**config.mk**
```make
export PLATFORM = sky130hd
export DESIGN_NAME = digi_att_chain
export DESIGN_NICKNAME = d
export VERILOG_FILES = /design/src/rtl/digi_att_pkg.sv /design/src/rtl/att_sclk_gen.sv /design/src/rtl/digi_att_chain.sv
export SDC_FILE = /design/constraint.sdc
export NUM_CORES = 1
export LEC_CHECK = 0
export ABC_AREA = 1
export BUFFER_PORTS_ARGS = -buffer_cell sky130_fd_sc_hd__buf_2
export CAP_MARGIN = 0
export CORE_ASPECT_RATIO = 1.75
export CORE_MARGIN = 2
export CORE_UTILIZATION = 52
export DETAILED_ROUTE_END_ITERATION = 10
export GPL_TIMING_DRIVEN = 0
export PLACE_DENSITY_LB_ADDON = 0.1
export SYNTH_ARGS = -nofsm -noshare
export SYNTH_HDL_FRONTEND = slang
export SYNTH_HIERARCHICAL = 1
export SYNTH_SLANG_ARGS = --single-unit
```
**constraint.sdc**
```tcl
create_clock -name ATT_CLK -period 1.81 [get_ports ATT_CLK]
set_input_delay 0 -clock ATT_CLK [delete_from_list [all_inputs] [get_ports ATT_CLK]]
set_output_delay 0 -clock ATT_CLK [all_outputs]
set_load 0.02 [all_outputs]
```
**src/rtl/digi_att_pkg.sv**
```systemverilog
// Shared types and limits for the serial digital attenuator chain driver.
// Holds the controller state encoding and the counter widths sized for the
// largest supported configuration (16 channels, 16 gain bits, 8 pad bits,
// half-period divider up to 255).
package digi_att_pkg;

    typedef enum logic [2:0] {
        ST_IDLE  = 3'd0,
        ST_SEL   = 3'd1,
        ST_SHIFT = 3'd2,
        ST_LATCH = 3'd3,
        ST_GAP   = 3'd4,
        ST_DONE  = 3'd5
    } att_state_t;

    localparam int MAX_N_CH    = 16;
    localparam int MAX_GAIN_W  = 16;
    localparam int MAX_PAD_W   = 8;
    localparam int MAX_CLK_DIV = 255;

    // Bit counter must reach MAX_GAIN_W + MAX_PAD_W - 1 = 23.
    localparam int BIT_CNT_W = 5;
    // Half-period divider counter must reach MAX_CLK_DIV - 1.
    localparam int DIV_CNT_W = 8;

endpackage

```
**src/rtl/att_sclk_gen.sv**
```systemverilog
// Half-period timebase for the attenuator serial clock.
// While run is high a counter walks 0..CLK_DIV-1; tick marks the last cycle
// of each half-period and phase flips after it (0 = SCLK low, 1 = SCLK high).
// pre_tick marks the cycle before tick and lets the controller end the
// inter-channel gap one cycle early so the selection cycle fills the slot.
// Dropping run restarts the timebase at phase 0, count 0.
module att_sclk_gen
    import digi_att_pkg::*;
#(
    parameter int CLK_DIV = 2
) (
    input  logic ATT_CLK,
    input  logic ATT_RST,
    input  logic run,
    output logic tick,
    output logic pre_tick,
    output logic phase
);

    localparam logic [DIV_CNT_W-1:0] DIV_LAST = DIV_CNT_W'(CLK_DIV - 1);
    localparam logic [DIV_CNT_W-1:0] DIV_PRE  = DIV_CNT_W'(CLK_DIV - 2);

    logic [DIV_CNT_W-1:0] cnt_reg;
    logic                 phase_reg;

    // Divider counter and SCLK phase, held cleared whenever the timebase is idle.
    always_ff @(posedge ATT_CLK or posedge ATT_RST) begin
        if (ATT_RST) begin
            cnt_reg   <= '0;
            phase_reg <= 1'b0;
        end else if (!run) begin
            cnt_reg   <= '0;
            phase_reg <= 1'b0;
        end else if (cnt_reg == DIV_LAST) begin
            cnt_reg   <= '0;
            phase_reg <= ~phase_reg;
        end else begin
            cnt_reg   <= cnt_reg + 1'b1;
        end
    end

    assign tick     = run && (cnt_reg == DIV_LAST);
    assign pre_tick = run && (CLK_DIV > 1) && (cnt_reg == DIV_PRE);
    assign phase    = phase_reg;

endmodule

```
**src/rtl/digi_att_chain.sv**
```systemverilog
// Serial programming controller for a chain of digital step attenuators.
// A Start strobe snapshots all gains and a channel mask; each masked channel
// is then shifted out MSB first (gain bits followed by zero padding) on
// ATT_SCLK/ATT_DATA and latched with its own ATT_LE pulse, lowest index
// first. The selection cycle between channels (and the Done cycle after the
// last one) occupies the final slot of the inter-channel gap, so every
// channel costs CLK_DIV*(2W+2) cycles.
// Optional feature macro DIGI_ATT_SKIP_UNCHANGED_EN: keep the last latched
// gain per channel and skip masked channels whose requested gain is equal.
module digi_att_chain
    import digi_att_pkg::*;
#(
    parameter int N_CH    = 4,
    parameter int GAIN_W  = 6,
    parameter int PAD_W   = 2,
    parameter int CLK_DIV = 2
) (
    input  logic                     ATT_CLK,
    input  logic                     ATT_RST,
    input  logic [N_CH*GAIN_W-1:0]   ATT_Gain,
    input  logic [N_CH-1:0]          ATT_Mask,
    input  logic                     ATT_Start,
    output logic                     ATT_Busy,
    output logic                     ATT_Done,
    output logic                     ATT_SCLK,
    output logic                     ATT_DATA,
    output logic [N_CH-1:0]          ATT_LE
);

    localparam int W    = GAIN_W + PAD_W;
    localparam int CH_W = (N_CH > 1) ? $clog2(N_CH) : 1;
    localparam logic [BIT_CNT_W-1:0] BIT_LAST = BIT_CNT_W'(W - 1);

    att_state_t             state_reg, state_next;
    logic [N_CH*GAIN_W-1:0] gain_reg, gain_next;
    logic [N_CH-1:0]        pending_reg, pending_next;
    logic [N_CH-1:0]        eff_pending;
    logic [CH_W-1:0]        cur_ch_reg, cur_ch_next;
    logic [CH_W-1:0]        sel_idx;
    logic [W-1:0]           shift_reg, shift_next;
    logic [W-1:0]           sel_word;
    logic [BIT_CNT_W-1:0]   bit_cnt_reg, bit_cnt_next;
    logic                   sel_any;
    logic                   div_run, div_tick, div_pre_tick, div_phase;
    logic [GAIN_W-1:0]      snap_gain [N_CH];

    att_sclk_gen #(
        .CLK_DIV (CLK_DIV)
    ) u_sclk_gen (
        .ATT_CLK  (ATT_CLK),
        .ATT_RST  (ATT_RST),
        .run      (div_run),
        .tick     (div_tick),
        .pre_tick (div_pre_tick),
        .phase    (div_phase)
    );

    assign div_run = (state_reg == ST_SHIFT) || (state_reg == ST_LATCH) ||
                     (state_reg == ST_GAP);

    // Per-channel view of the snapshot and one-hot latch enable decode.
    generate
        for (genvar gi = 0; gi < N_CH; gi++) begin : g_ch
            assign snap_gain[gi] = gain_reg[gi*GAIN_W +: GAIN_W];
            assign ATT_LE[gi]    = (state_reg == ST_LATCH) && (cur_ch_reg == CH_W'(gi));
        end
    endgenerate

`ifdef DIGI_ATT_SKIP_UNCHANGED_EN
    logic [GAIN_W-1:0] shadow_reg [N_CH];
    logic [N_CH-1:0]   unchanged;

    // Remember the gain each channel was last latched with.
    always_ff @(posedge ATT_CLK or posedge ATT_RST) begin
        if (ATT_RST) begin
            for (int c = 0; c < N_CH; c++) shadow_reg[c] <= '0;
        end else if (state_reg == ST_LATCH && div_tick) begin
            for (int c = 0; c < N_CH; c++) begin
                if (cur_ch_reg == CH_W'(c)) shadow_reg[c] <= snap_gain[c];
            end
        end
    end

    generate
        for (genvar gi = 0; gi < N_CH; gi++) begin : g_skip
            assign unchanged[gi] = (snap_gain[gi] == shadow_reg[gi]);
        end
    endgenerate

    assign eff_pending = pending_reg & ~unchanged;
`else
    assign eff_pending = pending_reg;
`endif

    // Lowest-index pending channel wins.
    always_comb begin
        sel_idx = '0;
        for (int i = N_CH - 1; i >= 0; i--) begin
            if (eff_pending[i]) sel_idx = CH_W'(i);
        end
    end

    assign sel_any  = |eff_pending;
    assign sel_word = W'(snap_gain[sel_idx]) << PAD_W;

    // Controller next-state, snapshot, channel selection and shifter.
    always_comb begin
        state_next   = state_reg;
        gain_next    = gain_reg;
        pending_next = pending_reg;
        cur_ch_next  = cur_ch_reg;
        shift_next   = shift_reg;
        bit_cnt_next = bit_cnt_reg;
        case (state_reg)
            ST_IDLE: begin
                if (ATT_Start) begin
                    gain_next    = ATT_Gain;
                    pending_next = ATT_Mask;
                    state_next   = ST_SEL;
                end
            end
            ST_SEL: begin
                if (sel_any) begin
                    cur_ch_next           = sel_idx;
                    shift_next            = sel_word;
                    bit_cnt_next          = '0;
                    pending_next[sel_idx] = 1'b0;
                    state_next            = ST_SHIFT;
                end else begin
                    state_next = ST_DONE;
                end
            end
            ST_SHIFT: begin
                // Advance only at the end of the SCLK-high half so DATA moves while SCLK is low.
                if (div_tick && div_phase) begin
                    if (bit_cnt_reg == BIT_LAST) begin
                        state_next = ST_LATCH;
                    end else begin
                        shift_next   = shift_reg << 1;
                        bit_cnt_next = bit_cnt_reg + 1'b1;
                    end
                end
            end
            ST_LATCH: begin
                if (div_tick) begin
                    if (CLK_DIV == 1) begin
                        state_next = sel_any ? ST_SEL : ST_DONE;
                    end else begin
                        state_next = ST_GAP;
                    end
                end
            end
            ST_GAP: begin
                if (div_pre_tick) begin
                    state_next = sel_any ? ST_SEL : ST_DONE;
                end
            end
            ST_DONE: begin
                state_next = ST_IDLE;
            end
            default: begin
                state_next = ST_IDLE;
            end
        endcase
    end

    // Controller registers; reset aborts any transfer in progress.
    always_ff @(posedge ATT_CLK or posedge ATT_RST) begin
        if (ATT_RST) begin
            state_reg   <= ST_IDLE;
            gain_reg    <= '0;
            pending_reg <= '0;
            cur_ch_reg  <= '0;
            shift_reg   <= '0;
            bit_cnt_reg <= '0;
        end else begin
            state_reg   <= state_next;
            gain_reg    <= gain_next;
            pending_reg <= pending_next;
            cur_ch_reg  <= cur_ch_next;
            shift_reg   <= shift_next;
            bit_cnt_reg <= bit_cnt_next;
        end
    end

    assign ATT_Busy = (state_reg != ST_IDLE);
    assign ATT_Done = (state_reg == ST_DONE);
    assign ATT_SCLK = (state_reg == ST_SHIFT) && div_phase;
    assign ATT_DATA = (state_reg == ST_SHIFT) && shift_reg[W-1];

endmodule

```
==> results of run 1 <==
[power by group]
| part | switching (mW) | internal [mW] | total (mW) |
|---|---|---|---|
| clock | 0.394 | 0.275 | 0.668 |
| combinational | 1.68 | 1.00 | 2.68 |
| sequential | 0.229 | 1.62 | 1.85 |
| total | 2.30 | 2.90 | 5.21 |
[cell families (layout without fill, tap and decap cells)]
| family | after synthesis | count (layout) |
|---|---|---|
| AND/OR/NAND/NOR | 221 | 221 |
| XOR/XNOR | 4 | 4 |
| buffers and inverters | 68 | 153 |
| adder cells (fa/ha/maj) | 4 | 4 |
| AO/OA/AOI/OAI | 36 | 36 |
| flip-flops | 53 | 53 |
[stage by stage]
step | hold WS [ns] | power (mW) | setup slack (ns) | cell area [µm²]
after floorplan | -0.1721 | 3.662 | 0.02375 | 2835
after global placement | -0.009162 | 4.173 | -0.2232 | 3094
after detailed placement | 0.001759 | 4.239 | -0.2423 | 3114
after CTS | 0.1885 | 5.015 | 0.008511 | 3517
after global routing | 0.1899 | 5.706 | -0.01115 | 3608
final | 0.1582 | 5.205 | 0.1301 | 3608
[repair_timing]
item / 4_1_cts / 5_1_grt
gates resized for setup: 4 / 16
setup buffers: 3 / 6
hold endpoints to repair: 54 / 0
hold buffers: 29 / 0
pin swaps: 1 / 2
gates cloned: 0 / 1
setup endpoints to repair: 14 / 16
[cells in the mapped netlist (3+ instances only)]
| cell type | number |
|---|---|
| buf_2 | 4 |
| nor2_1 | 35 |
| clkbuf_1 | 3 |
| nor2_2 | 5 |
| inv_1 | 56 |
| xor2_1 | 3 |
| ha_1 | 4 |
| nor3_1 | 6 |
| o21ai_1 | 13 |
| nand3_1 | 36 |
| o21ai_0 | 21 |
| dfrtp_1 | 53 |
| nand2_1 | 124 |
| nand2_2 | 6 |
[how the worst max path moves through the flow]
stage	from	endpoint	slack, ns	cells past startpoint
6_report	u_sclk_gen/cnt_reg[1]	bit_cnt_reg[0]	0.13	12
5_1_grt	u_sclk_gen/cnt_reg[5]	shift_reg[6]	-0.01	12
4_1_cts	u_sclk_gen/cnt_reg[1]	bit_cnt_reg[0]	0.009	12
3_5_place_dp	state_reg[1]	bit_cnt_reg[0]	-0.24	11
3_3_place_gp	state_reg[1]	shift_reg[2]	-0.22	11
2_1_floorplan	state_reg[1]	bit_cnt_reg[0]	0.02	11
[layout make-up]
class                      count  share of cell area
clock inverter                 1            0.002080
clock buffer                   7             0.02115
timing repair buffer          78              0.1588
sequential                    53              0.3686
buffer                        10             0.01838
tap                           55             0.01907
inverter                      57             0.05999
multi-input combinational    265              0.3519
[placed cells by master, fill, tap and decap left out, drive strengths merged, types with 2 or more instances in the layout]
cell type    Yosys  layout
o21ai           34      34
clkbuf           3      10
xor2             3       3
nand2          130     130
buf              8      56
inv             57      57
dlygate4sd3      0      29
nor2            41      41
nand3           37      37
or2              2       2
nand3b           2       2
nor3             7       7
ha               4       4
dfrtp           53      53
[worst register-to-register path, stage by stage, from the launching register on]
cell	delay (ns)
dfrtp_1	0.41
inv_2	0.09
ha_4	0.13
inv_1	0.04
nor2_2	0.10
nand2_2	0.08
nor2_2	0.08
inv_1	0.06
o21ai_2	0.14
nand3_2	0.13
buf_4	0.20
nand2_1	0.06
o21ai_1	0.06
[layer usage]
layer / vias to the layer above / GRT usage / wire, µm
met1: 1222 / 0.2531 / 2447
met4: 0 / 0.09402 / 133
met3: 11 / 0.03448 / 192
met5: - / 0 / 0
li1: 1356 / - / -
met2: 46 / 0.4816 / 4071
==> flow_summary.toml, run 1 <==
[run_status]
status = "finished clean"

[logic_synthesis]
yosys.area.top_type = "dfrtp_1"
ys.flop_type = "dfrtp_1"
yosysSeqAreaShare = 0.4678
synth_cells = 386
ys_top_cells_by_area = "dfrtp_1 47%, nand2_1 16%, inv_1 7.4%"
syn_area_um2 = 2835
synth-edff-count = 0
async_reset_ff_frac = 1.000
synth_top_area_frac = 0.4678
yosys.area_share.simple = 0.3367
synth_compound_area_frac = 0.06575
synth_seq_cells = 53
syn-num-nets = 421
ys_types = 28
synth_xor_xnor_area_share = 0.01236
synth_top_family_by_area = "simple AND/OR/NAND/NOR gates"
synthAdderAreaFrac = 0.01765
synth_mux_area_frac = 0
yosys_warnings = 6
synth.avg_cell_area_um2 = 7.345

[power]
ir_worst_vdd_mv = 0.9073
power.leakage_nw = 1.867
power_density_nw_per_um2 = 1443

[route]
routed_via_density = 5.010
vias = 2635
drc = 0
ant_nets = 0
wl_per_cell_um = 13.01
wl_um = 6845
drt_first_iter_violations = 70
dr.pass1.iters = 4

[setup_path]
worstReg2RegStart = "u_sclk_gen/cnt_reg[1]"
critPathTopFamily = "simple AND/OR/NAND/NOR gates"
cp_slowest_cell = "dfrtp_1"
worst_setup_path_end_kind = "flop"
rrSetupSlack_ns = 0.13
max_stage_delay_ns = 0.41
arrival_ns = 1.89
cp-start-kind = "flop"
critPathBufInv = 4
timing.rr.end = "bit_cnt_reg[0]"
reg2regPathDepth = 12
cp_max_fo = 10
crit_type = "flop to flop"
crit_chain = "inv_2, ha_4, inv_1, nor2_2, nand2_2, nor2_2, inv_1, o21ai_2, nand3_2, buf_4, nand2_1, o21ai_1"
required_ns = 2.02

[global_route]
grt_max_degree = 28
grt_pass1_wl_um = 11450
grt_pass1_vias = 2689
gr-usage-all-layers = 0.2481
grt_remaining_overflow = 0
antenna_found_initial = 0

[floorplanning]
dieArea_um2 = 6082
pin_count = 39
die_x_um = 59.82
die_h_um = 101.7
core_area_um2 = 5255
start_util = 0.5395
fp-row-count = 35

[min_path]
hp-start = "ATT_Start"
hold_end = "eff_pending[0]"
min-delay-path-class = "primary input to flop"
holdPathStages = 4

[clock_network]
worstSkewPairLatency_ns = 0.31
h-tree-depth = 2
clk_pin_slew_ns = 0.10
cts_tree = "yes"
clock-sinks = 53
root_buffer = "clkbuf_8"
clock_path_buffers = 2
cts_buffers = 5

[timing]
finalSetupViolCount = 0
min_period_ns = 1.680
worst_pin_slew_ns = 0.4280
fmax_mhz = 595.3
relSlewSlack = 0.7147
fin_tns_setup_ns = 0
clock_skew_ns = 0.01069
hold_viol = 0
min_period_over_period = 0.9281
rsz0062_at_grt = "true"
maxSlewViolCount = 0

[finish]
antennaDiodeCount = 0
finalNonFillerCells = 526
regArea_um2 = 1330
final_util = 0.6867
multi_input_area_um2 = 1270
syn2layout_area_growth_pct = 27.27
largest_reg_flops = 24
nets = 505
drive_gt1_frac = 0.1996
nFillCells = 466

[place]
port-buffer-count = 38
dp_cells = 480
detailed_place_hpwl_um = 4665
place.gp.congestion = 0.7663

[job]
drv_cap = 0
No activity file was read; power rests on OpenSTA's default activity.
==> run 2: changes to the inputs <==
==> constraint.sdc (replaced) <==
create_clock -name ATT_CLK -period 1.81 [get_ports ATT_CLK]
set_input_delay 0 -clock ATT_CLK [delete_from_list [all_inputs] [get_ports ATT_CLK]]
set_output_delay 0 -clock ATT_CLK [all_outputs]
set_load 0.1 [all_outputs]
==> run 2 against run 1 <==
Compared with the run above: flip-flop and latch count unchanged; cell area grew 3.8%; non-clock buffer count increased by 3; final cell count grew 0.57%; routed wire length down 2.1%; global-route usage decreased by 1.4 points; sequential share of layout area decreased by 1.3 points; die area is the same; critical path type is now flop to output port.
==> flow_summary.toml, run 2 (same netlist as run 1, synthesis figures left out) <==
[power]
ir_worst_vdd_mv = 1.025
pwr-share-comb = 0.522
power_density_nw_per_um2 = 1508
clock_power_share = 0.147
power.total_mw = 5.651
switchingPower_mw = 2.531
p_int_mw = 3.120
power.leakage_nw = 1.927
p_seq_frac = 0.331
swShare = 0.4479

[route]
route.met3.wl_um = 154
routed.top_layer = "met4"
wl_per_cell_um = 12.67
drc = 0
wl_um = 6700
routed_via_density = 5.060
ant_nets = 0
drt_first_iter_violations = 62
vias = 2677
dr.pass1.iters = 4
met1_length_um = 2392
wl_met2_um = 4090

[setup_path]
cp_slowest_cell = "dfrtp_2"
cp-start-kind = "flop"
max_stage_delay_ns = 0.46
critPathBufInv = 3
cp_max_fo = 5
crit_chain = "inv_2, nand2_2, nor2_1, inv_1, nor3_4, buf_4"
critPathTopFamily = "buffers and inverters"
arrival_ns = 1.72
worst_setup_path_end_kind = "output port"
required_ns = 1.81
crit_type = "flop to output port"

[finish]
final_common_cell = "nand2_1"
multi_input_area_um2 = 1326
regArea_um2 = 1331
drive_gt1_frac = 0.2321
final_util = 0.7131
antennaDiodeCount = 0
syn2layout_area_growth_pct = 32.17
nets = 508
nFillCells = 431
largest_reg_flops = 24
final_cell_mix = "122 x nand2_1, 50 x inv_1, 49 x dfrtp_1, 36 x nand3_1, 35 x buf_2"

[timing]
hold_viol = 0
fin_tns_setup_ns = 0
fmax_mhz = 580.9
worst_pin_slew_ns = 0.4847
finalSetupViolCount = 0
min_period_ns = 1.721
maxSlewViolCount = 0
clock_skew_ns = 0.008131
relSlewSlack = 0.6791
holdWs_ns = 0.2084
min_period_over_period = 0.9511

[global_route]
grt_remaining_overflow = 0
gr-usage-all-layers = 0.2339
grt_pass1_wl_um = 10960
grt_pass1_vias = 2599
grt_max_degree = 31
antenna_found_initial = 0

[floorplanning]
fp-row-count = 35
die_x_um = 59.82
die_h_um = 101.7
core_area_um2 = 5255
pin_count = 39
start_util = 0.5395
dieArea_um2 = 6082

[clock_network]
h-tree-depth = 2
worstSkewPairLatency_ns = 0.30
cts_buffers = 5
cts_tree = "yes"
clk_pin_slew_ns = 0.09
clock-sinks = 53
clock_path_buffers = 2
root_buffer = "clkbuf_8"

[run_status]
status = "finished clean"

[min_path]
min-delay-path-class = "primary input to flop"

[place]
port-buffer-count = 38
detailed_place_hpwl_um = 4644
place.gp.congestion = 0.7730

[job]
drv_cap = 0
## run 2: through the flow
| stage | instances | worst slack (ns) | cell area, µm² |
|---|---|---|---|
| 3_3_place_gp | 479 | -0.2116 | 3138 |
| 2_1_floorplan | 386 | -0.4342 | 2879 |
| 5_1_grt | 529 | -0.04181 | 3747 |
| 3_5_place_dp | 480 | -0.2413 | 3158 |
| 6_report | 529 | 0.08858 | 3747 |
| 4_1_cts | 519 | 0.03802 | 3622 |
## run 2: what timing repair did
action                                  CTS  global route
gates resized for setup                  17            21
setup buffers                             2             9
endpoints found under the setup margin   20            16
hold endpoints to repair                 81             0
pin swaps                                 1            10
gates cloned                              0             1
hold buffers                             29             0
## run 2: worst paths after layout
path                                   start             end  slack [ns]  depth (start not counted)
min in group asynchronous            ATT_RST   cur_ch_reg[0]        0.22                          3
worst min-delay path               ATT_Start  eff_pending[3]        0.21                          5
worst max register to register  state_reg[1]    state_reg[0]        0.09                         12
max in group asynchronous            ATT_RST     gain_reg[9]        1.12                          4
worst min register to register  shift_reg[5]    shift_reg[5]        0.49                          2
worst max-delay path            state_reg[2]       ATT_LE[3]        0.09                          6
## run 2: metal layers
| layer | vias to the layer above | global-route usage |
|---|---|---|
| met3 | 7 | 0.02937 |
| met2 | 45 | 0.4791 |
| li1 | 1358 | - |
| met1 | 1267 | 0.2312 |
| met5 | - | 0 |
| met4 | 0 | 0.05641 |
## run 2: layout make-up
cell class | instances | area share
Sequential cell | 53 | 0.3553
Multi-Input combinational cell | 265 | 0.3539
Timing Repair Buffer | 80 | 0.1629
Inverter | 57 | 0.05776
Clock buffer | 7 | 0.02304
Buffer | 11 | 0.02070
Tap cell | 55 | 0.01836
Clock inverter | 1 | 0.008013
## run 2: tightest hold or removal path: cells and delay by family
| kind | cells | cell delay, ns |
|---|---|---|
| compound gates | 1 | 0.08 |
| simple gates | 3 | 0.28 |
| buf+inv | 1 | 0.11 |
## run 2: power groups by stage
stage                     logic (mW)  clock network [mW]  registers (mW)
after floorplan                 2.07                   0            1.83
after global placement          2.54                   0            1.87
after detailed placement        2.59                   0            1.88
after CTS                       2.74               0.846            1.86
after global routing            3.32               0.884            1.91
final                           2.95               0.831            1.87
